--- src/rtl/dca_neugemm_mlsu_dispatcher.sv ---
// -----------------------------------------------------------------------------
// dca_neugemm_mlsu_dispatcher
//
// Instruction dispatcher for a NeuGEMM MMIO-X core with NUM_CH matrix LSU
// channels. Pops control words from the instruction FIFO, routes LSU
// instructions to one channel each, tracks outstanding work per channel,
// implements fence and clear, and writes per-channel completion records to
// the log FIFO.
//
// Ports
//   clk, rst             clock, synchronous active-high reset
//   core_config          1 = new instruction pops allowed
//   core_status          {perf[15:0], outst_sum[7:0], 3'b0, err_log_ovf,
//                         err_unexp_fin, err_bad_ch, fence_wait, busy}
//   clear_request        level request to flush dispatcher state
//   clear_finish         1-cycle pulse when the flush completes
//   inst_fifo_*          show-ahead instruction FIFO read side
//                        word = {opcode(0 issue/1 fence), ch id, payload}
//   operation_finish     1-cycle pulse when a fence retires
//   log_fifo_*           log FIFO write side; record =
//                        {16'h0, 4'h0, ch[3:0], 4'h0, outst_after[3:0]}
//   ch_inst_*            per-channel valid/ready instruction handshake
//   ch_execute_finish    per-channel completion pulses
//   ch_busy              per-channel busy levels
//
// Configuration
//   DCA_MLSU_DISPATCH_PERF_EN  when defined, core_status[31:16] is a
//                              saturating count of ISSUE stall cycles;
//                              otherwise that field is tied to zero.
// -----------------------------------------------------------------------------
module dca_neugemm_mlsu_dispatcher #(
  parameter int NUM_CH      = 3,
  parameter int BW_LSU_INST = 64,
  parameter int BW_CH       = 3,
  parameter int MAX_OUTST   = 4,
  parameter int BW_INST     = BW_LSU_INST + BW_CH + 1,
  parameter int BW_LOG      = 32,
  parameter int BW_STATUS   = 32
) (
  input  logic                          clk,
  input  logic                          rst,
  input  logic                          core_config,
  output logic [BW_STATUS-1:0]          core_status,
  input  logic                          clear_request,
  output logic                          clear_finish,
  input  logic                          inst_fifo_rready,
  input  logic [BW_INST-1:0]            inst_fifo_rdata,
  output logic                          inst_fifo_rrequest,
  output logic                          operation_finish,
  input  logic                          log_fifo_wready,
  output logic                          log_fifo_wrequest,
  output logic [BW_LOG-1:0]             log_fifo_wdata,
  output logic [NUM_CH-1:0]             ch_inst_wvalid,
  output logic [NUM_CH*BW_LSU_INST-1:0] ch_inst_wdata,
  input  logic [NUM_CH-1:0]             ch_inst_wready,
  input  logic [NUM_CH-1:0]             ch_execute_finish,
  input  logic [NUM_CH-1:0]             ch_busy
);

  localparam int BW_OUTST = 4;

  typedef enum logic [1:0] {IDLE, ISSUE, FENCE, CLEAR} state_t;

  state_t                 state, state_next;
  logic [BW_CH-1:0]       ch_q;
  logic [BW_LSU_INST-1:0] payload_q;
  logic [BW_OUTST-1:0]    outst      [NUM_CH];
  logic [BW_OUTST-1:0]    outst_next [NUM_CH];
  logic [BW_OUTST-1:0]    log_cnt    [NUM_CH];
  logic [NUM_CH-1:0]      outst_nz;
  logic [NUM_CH-1:0]      pending, pending_next;
  logic                   err_bad_ch, err_unexp_fin, err_log_ovf;

  logic [NUM_CH-1:0]      ch_sel;
  logic                   ch_ok, ch_full;
  logic [NUM_CH-1:0]      issue_acc;
  logic [7:0]             outst_sum;
  logic                   fence_done, clear_done;

  logic [NUM_CH-1:0]      log_sel;
  logic [3:0]             log_ch;
  logic [BW_OUTST-1:0]    log_val;
  logic                   log_any;
  logic [15:0]            perf_val;
  logic [31:0]            status_w;

  // ---------------------------------------------------------------------------
  // Decode of the latched word and outstanding-count summary
  // ---------------------------------------------------------------------------
  // NOTE: every variable gets a default at the top of always_comb so no path
  // leaves it unassigned, which would otherwise infer a latch.
  always_comb begin
    ch_sel    = '0;
    ch_full   = 1'b0;
    outst_sum = '0;
    outst_nz  = '0;
    for (int c = 0; c < NUM_CH; c++) begin
      ch_sel[c]   = (int'(ch_q) == c);
      outst_nz[c] = (outst[c] != '0);
      if (ch_sel[c] && outst[c] == BW_OUTST'(MAX_OUTST)) ch_full = 1'b1;
      outst_sum = outst_sum + 8'(outst[c]);
    end
    ch_ok = (int'(ch_q) < NUM_CH);
  end

  assign fence_done = (outst_sum == '0) && (ch_busy == '0);
  assign clear_done = (state == CLEAR) && (ch_busy == '0);
  assign issue_acc  = ch_inst_wvalid & ch_inst_wready;

  // ---------------------------------------------------------------------------
  // FSM: state register
  // ---------------------------------------------------------------------------
  // NOTE: sequential state uses non-blocking assignments so every flop samples
  // the pre-edge values regardless of block ordering.
  always_ff @(posedge clk) begin
    if (rst) state <= IDLE;
    else     state <= state_next;
  end

  // ---------------------------------------------------------------------------
  // FSM: next-state logic
  // ---------------------------------------------------------------------------
  always_comb begin
    state_next = state;
    case (state)
      IDLE: begin
        if (clear_request)
          state_next = CLEAR;
        else if (core_config && inst_fifo_rready)
          state_next = inst_fifo_rdata[BW_INST-1] ? FENCE : ISSUE;
      end
      // A bad channel id drops the word; otherwise leave only on acceptance.
      ISSUE:   if (!ch_ok || (issue_acc != '0)) state_next = IDLE;
      FENCE:   if (fence_done) state_next = IDLE;
      CLEAR:   if (clear_done) state_next = IDLE;
      default: state_next = IDLE;
    endcase
  end

  // ---------------------------------------------------------------------------
  // FSM: outputs
  // ---------------------------------------------------------------------------
  always_comb begin
    inst_fifo_rrequest = 1'b0;
    ch_inst_wvalid     = '0;
    operation_finish   = 1'b0;
    clear_finish       = 1'b0;
    case (state)
      IDLE:    inst_fifo_rrequest = !rst && !clear_request && core_config && inst_fifo_rready;
      ISSUE:   if (ch_ok && !ch_full) ch_inst_wvalid = ch_sel;
      FENCE:   operation_finish = fence_done;
      CLEAR:   clear_finish = clear_done;
      default: ;
    endcase
  end

  // Every slice carries the latched payload; only the selected channel's
  // valid is raised, and the payload stays stable until it is accepted.
  assign ch_inst_wdata = {NUM_CH{payload_q}};

  // ---------------------------------------------------------------------------
  // Outstanding counters, pending-log bits
  // ---------------------------------------------------------------------------
  always_comb begin
    for (int c = 0; c < NUM_CH; c++) begin
      outst_next[c] = outst[c];
      // Simultaneous issue and finish cancel; a finish at zero saturates.
      if (issue_acc[c] && !ch_execute_finish[c])
        outst_next[c] = outst[c] + 1'b1;
      else if (!issue_acc[c] && ch_execute_finish[c] && outst_nz[c])
        outst_next[c] = outst[c] - 1'b1;
    end
  end

  // Lowest pending channel wins the log FIFO.
  always_comb begin
    log_sel = '0;
    log_ch  = '0;
    log_val = '0;
    for (int c = NUM_CH - 1; c >= 0; c--) begin
      if (pending[c]) begin
        log_sel = '0;
        log_sel[c] = 1'b1;
        log_ch  = 4'(c);
        log_val = log_cnt[c];
      end
    end
  end

  assign log_any           = (pending != '0);
  assign log_fifo_wrequest = !rst && log_any && log_fifo_wready;
  assign log_fifo_wdata    = log_fifo_wrequest ?
                             BW_LOG'({16'h0, 4'h0, log_ch, 4'h0, log_val}) : '0;

  // A finish on a channel whose record is still pending merges into it.
  assign pending_next = (pending & ~(log_fifo_wrequest ? log_sel : '0)) | ch_execute_finish;

  always_ff @(posedge clk) begin
    if (rst) begin
      ch_q          <= '0;
      payload_q     <= '0;
      pending       <= '0;
      err_bad_ch    <= 1'b0;
      err_unexp_fin <= 1'b0;
      err_log_ovf   <= 1'b0;
      // NOTE: these small per-channel arrays are control state, not storage,
      // so each entry is reset explicitly.
      for (int c = 0; c < NUM_CH; c++) begin
        outst[c]   <= '0;
        log_cnt[c] <= '0;
      end
    end else begin
      if (inst_fifo_rrequest) begin
        ch_q      <= inst_fifo_rdata[BW_INST-2 -: BW_CH];
        payload_q <= inst_fifo_rdata[BW_LSU_INST-1:0];
      end
      if (clear_done) begin
        pending       <= '0;
        err_bad_ch    <= 1'b0;
        err_unexp_fin <= 1'b0;
        err_log_ovf   <= 1'b0;
        for (int c = 0; c < NUM_CH; c++) begin
          outst[c]   <= '0;
          log_cnt[c] <= '0;
        end
      end else begin
        pending <= pending_next;
        for (int c = 0; c < NUM_CH; c++) begin
          outst[c] <= outst_next[c];
          if (ch_execute_finish[c]) log_cnt[c] <= outst_next[c];
        end
        if (state == ISSUE && !ch_ok)               err_bad_ch    <= 1'b1;
        if ((ch_execute_finish & ~outst_nz) != '0)  err_unexp_fin <= 1'b1;
        if ((ch_execute_finish & pending) != '0)    err_log_ovf   <= 1'b1;
      end
    end
  end

  // ---------------------------------------------------------------------------
  // Optional stall-cycle counter
  // ---------------------------------------------------------------------------
`ifdef DCA_MLSU_DISPATCH_PERF_EN
  logic [15:0] perf_cnt;

  always_ff @(posedge clk) begin
    if (rst || clear_done)
      perf_cnt <= '0;
    else if (state == ISSUE && ch_ok && issue_acc == '0 && perf_cnt != 16'hFFFF)
      perf_cnt <= perf_cnt + 16'd1;
  end

  assign perf_val = perf_cnt;
`else
  assign perf_val = '0;
`endif

  // ---------------------------------------------------------------------------
  // Status word
  // ---------------------------------------------------------------------------
  assign status_w = {perf_val, outst_sum, 3'b000, err_log_ovf, err_unexp_fin,
                     err_bad_ch, (state == FENCE),
                     (state != IDLE) || (outst_sum != '0)};
  assign core_status = BW_STATUS'(status_w);

endmodule
--- config.mk ---
export PLATFORM = sky130hd
export DESIGN_NAME = dca_neugemm_mlsu_dispatcher
export DESIGN_NICKNAME = d
export VERILOG_FILES = /design/src/rtl/dca_neugemm_mlsu_dispatcher.sv
export SDC_FILE = /design/constraint.sdc
export NUM_CORES = 1
export LEC_CHECK = 0
export BUFFER_PORTS_ARGS = -buffer_cell sky130_fd_sc_hd__buf_2
export CORE_AREA = 2 2 134 136
export DETAILED_ROUTE_END_ITERATION = 7
export DIE_AREA = 0 0 136 138
export PLACE_DENSITY_LB_ADDON = 0.25
export SYNTH_ARGS = -nofsm -noshare
export SYNTH_HDL_FRONTEND = slang
export SYNTH_SLANG_ARGS = --single-unit
--- constraint.sdc ---
create_clock -name clk -period 4.6 [get_ports clk]
set_input_delay 0.46 -clock clk [delete_from_list [all_inputs] [get_ports clk]]
set_output_delay 0.46 -clock clk [all_outputs]
set_load 0.02 [all_outputs]
## Yosys cells after proc, flatten, opt, wreduce, memory -nomap -nowiden

Memory sizes are Yosys's and may differ from the RTL's.
Index checks and enable logic that the tools add are counted.
W data, S select, Z words.

| word-level totals | value |
|---|---|
| word-level logic and storage cells | 162 |
| memories kept | 2 |
| register bits | 75 |
| output and inout port bits | 263 |
| input bits | 83 |
| RAM bits | 24 |

Memories:

| name | words | bits a word | read ports | clocked after memory_dff | write ports | line | text |
|---|---|---|---|---|---|---|---|
| log_cnt | 3 | 4 | 3 | 0 | 3 | 69 | `logic [BW_OUTST-1:0] log_cnt [NUM_CH];` |
| outst | 3 | 4 | 3 | 0 | 3 | 67 | `logic [BW_OUTST-1:0] outst [NUM_CH];` |

| operators by class | value |
|---|---|
| reductions and logical operators | 49 |
| bitwise gates (word level) | 19 |
| $add $sub $neg | 8 |
| order comparisons | 1 |
| multiplexer cells | 64 |
| equality and inequality tests | 12 |

Operators by type and width:

| kind | number |
|---|---|
| $mux W4 | 23 |
| $mux W1 | 26 |
| $logic_and A1 B1 Y1 | 22 |
| $mux W3 | 6 |
| $mux W2 | 7 |
| $add A4 B1 Y4 const B | 3 |
| $and A3 B3 Y3 | 4 |
| $eq A4 B3 Y1 const B | 3 |
| $mux W12 | 1 |
| $or A1 B1 Y1 | 12 |
| $reduce_bool A3 Y1 | 4 |
| $reduce_bool A4 Y1 | 3 |
| $sub A4 B1 Y4 const B | 3 |
| $logic_not A1 Y1 | 10 |
| $logic_not A8 Y1 | 1 |
| $pmux W2 S4 | 1 |
| $reduce_bool A8 Y1 | 1 |
| $add A5 B4 Y6 | 1 |
| $logic_not A3 Y1 | 2 |
| $not A3 Y3 | 2 |
| $add A4 B4 Y5 | 1 |
| $eq A2 B2 Y1 const B | 2 |
| $ne A2 B2 Y1 const B | 2 |
| $reduce_and A4 Y1 | 1 |
| 11 further kinds | 12 |

## Logic depth before layout (Yosys ltp)

An unclocked memory read counts as a cell.

| logic depth | value |
|---|---|
| depth in word-level cells | 17 |
| gate-level depth with buffers | 12 |
| mapped depth without buffers | 12 |

## Worst setup path after synthesis

Ideal clock, no wire load.

| path | value |
|---|---|
| path kind | reg-to-output |
| start | memory outst[0][1] |
| end | output operation_finish |
| data required time | 4.140 ns |
| stages on the path, launching flop included | 9 |
| buffers on the path | 0 |
| setup slack | 1.547 ns |
| arrival | 2.593 ns |
| cell sequence | edfxtp_1 fa_1 ha_1 inv_1 fa_1 inv_1 nor4_1 nor4b_2 and3_1 |

RTL lines:

| what | line | text |
|---|---|---|
| start: declaration | 67 |  |
| end: declaration | 49 | `output logic operation_finish,` |

==> results.cfg <==
[status]
outcome = complete, no violations

[hold_path]
min_to = payload_q[0]$_SDFFE_PP0P_
holdPathStages = 3
min_from = inst_fifo_rdata[0]
hp-class = input port to register

[worst_setup_path]
worstPathRequired_ns = 4.14
reg2reg_to = state[1]$_SDFFE_PP0P_
crit_type = register to output port
regToRegSetupSlack_ns = 1.21
end_kind = output port
crit_fanout = 6
reg2reg_depth = 10
start_kind = register
worstPathArrival_ns = 3.27
reg2reg_from = outst[0][1]$_SDFFCE_PN0P_

[cells_and_area]
final_nets = 992
drive_gt1_frac = 0.377
final_core_utilization = 0.395
final-seq-area_sq_um = 2220
multi_input_comb_area_sq_um = 2480
syn2layout_area_growth_pct = 14.2
n_fill_cell = 1836

[power]
total_power_w = 0.00260
p_per_area_nw_per_um2 = 375
p_clk_frac = 0.307
switching_power_w = 0.000924
power.share.switching = 0.356
power_leakage_nw = 3.57
sequentialPowerShare = 0.409
intPower_w = 0.00167
combPwrFrac = 0.284
ir_drop_v = 0.000180

[grt]
grt_usage = 0.168
grt_pass1_vias = 4370
antenna_found_initial = 3
grt_start_max_net_pins = 70
grt_pass1_wl_mm = 24.3
grt_remaining_overflow = 0

[clocking]
clockBufferDepth = 2
cts_root_buf = clkbuf_16
clock_latency_ns = 0.35
postCtsResizedCells = 0
cts-hold-fix-buffers = 0
clock_sinks = 99
cts_made_buffers = 9
cts.htree.levels = 3
tritoncts = built
cts.clk_slew.worst_paths_ns = 0.07
post_cts_buffers = 0

[route]
first_iter_violations = 243
postRouteAntennaNets = 0
wl_per_cell_microns = 14.4
vias = 4903
remaining_drc_errors = 0
viasPerCell = 4.35
routed_wl_mm = 16.3
first_pass_iters = 4

[flow_run]
cap_violations = 0

[yosys]
synthFlopType = dfxtp_1
synth_top_cell_area_share = 0.248
synth_cells = 733
synthAdderAreaFrac = 0.0413
synth_compound_area_frac = 0.114
synthArstFlopShare = 0
synthTopCellsByCount = 181 x buf_4, 144 x nand2_1, 75 x dfxtp_1, 69 x o21ai_0, 41 x nor2_1
yosysMostFrequentCell = buf_4
ys_top_cells_by_area = dfxtp_1 25%, buf_4 22%, edfxtp_1 12%, nand2_1 8.9%, o21ai_0 5.7%
yosys.area_share.xor_xnor = 0.0101
yosys.area.top_type = dfxtp_1
ys_ff_latch = 99
synth_cell_types = 59
synth_simple_gate_area_frac = 0.196
avgSynthCellArea_sq_um = 8.28
netlist_area_sq_um = 6070
yosysWarnings = 0
synth_edf_count = 24
synthMuxAreaShare = 0.0116
yosysSeqAreaShare = 0.366
synth_top_family_by_area = buffers and inverters

[die]
die_w_microns = 136
fp.dieArea_sq_um = 18800
fp.dieH_microns = 138
io_pins = 346
rows = 49
initial_utilization = 0.346
core_area_sq_um = 17500

[timing]
worstMarginPinSlew_ns = 0.903
fin_tns_setup_ns = 0
finalMaxSlewViolations = 0
setup_viol = 0
fin_ws_ns = 0.866
hold_viol = 0
fin_crit_ns = 3.73
slew_headroom = 0.390
clock_skew_ns = 0.00937
fmax_mhz = 268
min_period_over_period = 0.812
grt_setup_unrepaired = false

[placement]
place_ws_ns = 1.17
place.gp.congestion = 0.822
place_hpwl_mm = 12.5
portBuffers = 298
## worst max-delay path, stage by stage (launching register included)
cell	delay, ns
edfxtp_1	0.50
fa_1	0.57
ha_1	0.17
inv_1	0.05
fa_1	0.47
inv_1	0.05
nor4_1	0.25
nor4b_2	0.45
and3_1	0.22
buf_2	0.19
## placed cells by master (no fill, tap or decap), types with 3 or more instances in the layout
cell and n:
a211oi_1 5, a21oi_1 20, a22oi_1 5, and2_1 3
and3_1 3, and3_2 3, buf_2 298, buf_4 4
clkbuf_16 11, conb_1 59, dfxtp_1 75, diode_2 3
edfxtp_1 24, fa_1 5, ha_1 12, inv_1 24
mux2i_1 7, nand2_1 144, nand2b_1 4, nand3_1 6
nand4_1 3, nor2_1 41, nor2b_1 8, nor3_1 5
nor4_1 3, o21ai_0 69, or3_1 4, xnor2_1 6
## cells by family after synthesis
family	Yosys count
AO/OA/AOI/OAI	118
XOR/XNOR	7
adder cells (fa/ha/maj)	17
buffers and inverters	236
flip-flops	99
multiplexers	7
other	2
AND/OR/NAND/NOR	247
## through the flow
step	hold WS [ns]	std cells	cell area [sq um]
finish	0.300	1128	6930
global route	0.300	1126	6920
CTS	0.287	1125	6920
detailed placement	0.465	1110	6610
global placement	0.453	1110	6610
floorplan	0.442	790	6280
## flip-flops by register name (all words and copies together), names as in the netlist
signal and flops:
payload_q 64, log_cnt 12, outst 12, ch_q 3
pending 3, state 2, err_bad_ch 1, err_log_ovf 1
err_unexp_fin 1
## power groups by stage
stage	combinational (W)	clock, W	sequential (W)
global placement	0.000741	0	0.00108
CTS	0.000745	0.000822	0.00106
floorplan	0.000608	0	0.00109
detailed placement	0.000744	0	0.00108
finish	0.000739	0.000796	0.00106
global route	0.000805	0.000856	0.00107
## cell type report
| cell class | count | share of cell area |
|---|---|---|
| Multi-Input combinational cell | 455 | 0.358 |
| Sequential cell | 99 | 0.321 |
| Timing Repair Buffer | 302 | 0.220 |
| Clock buffer | 12 | 0.0417 |
| Tap cell | 229 | 0.0414 |
| Inverter | 25 | 0.0135 |
| Clock inverter | 3 | 0.00343 |
| Antenna cell | 3 | 0.00108 |
## routing by layer
metal	vias up	wire, microns	part of all wire	GRT usage
li1	2484	-	-	-
met1	2238	7140	0.44	0.220
met2	167	7990	0.49	0.280
met3	14	928	0.057	0.0301
met4	0	228	0.014	0.0548
met5	-	0	0	0
## worst max path at each step
stage,slack [ns],to,depth (start not counted),startpoint
finish,0.87,operation_finish,9,outst[0][1]$_SDFFCE_PN0P_
CTS,0.81,operation_finish,9,outst[0][1]$_SDFFCE_PN0P_
global placement,1.23,operation_finish,9,outst[0][1]$_SDFFCE_PN0P_
floorplan,1.55,operation_finish,8,outst[0][1]$_SDFFCE_PN0P_
global route,0.61,operation_finish,9,outst[0][1]$_SDFFCE_PN0P_
detailed placement,1.17,state[1]$_SDFFE_PP0P_,10,outst[0][1]$_SDFFCE_PN0P_
No activity file was read; power rests on OpenSTA's default activity.
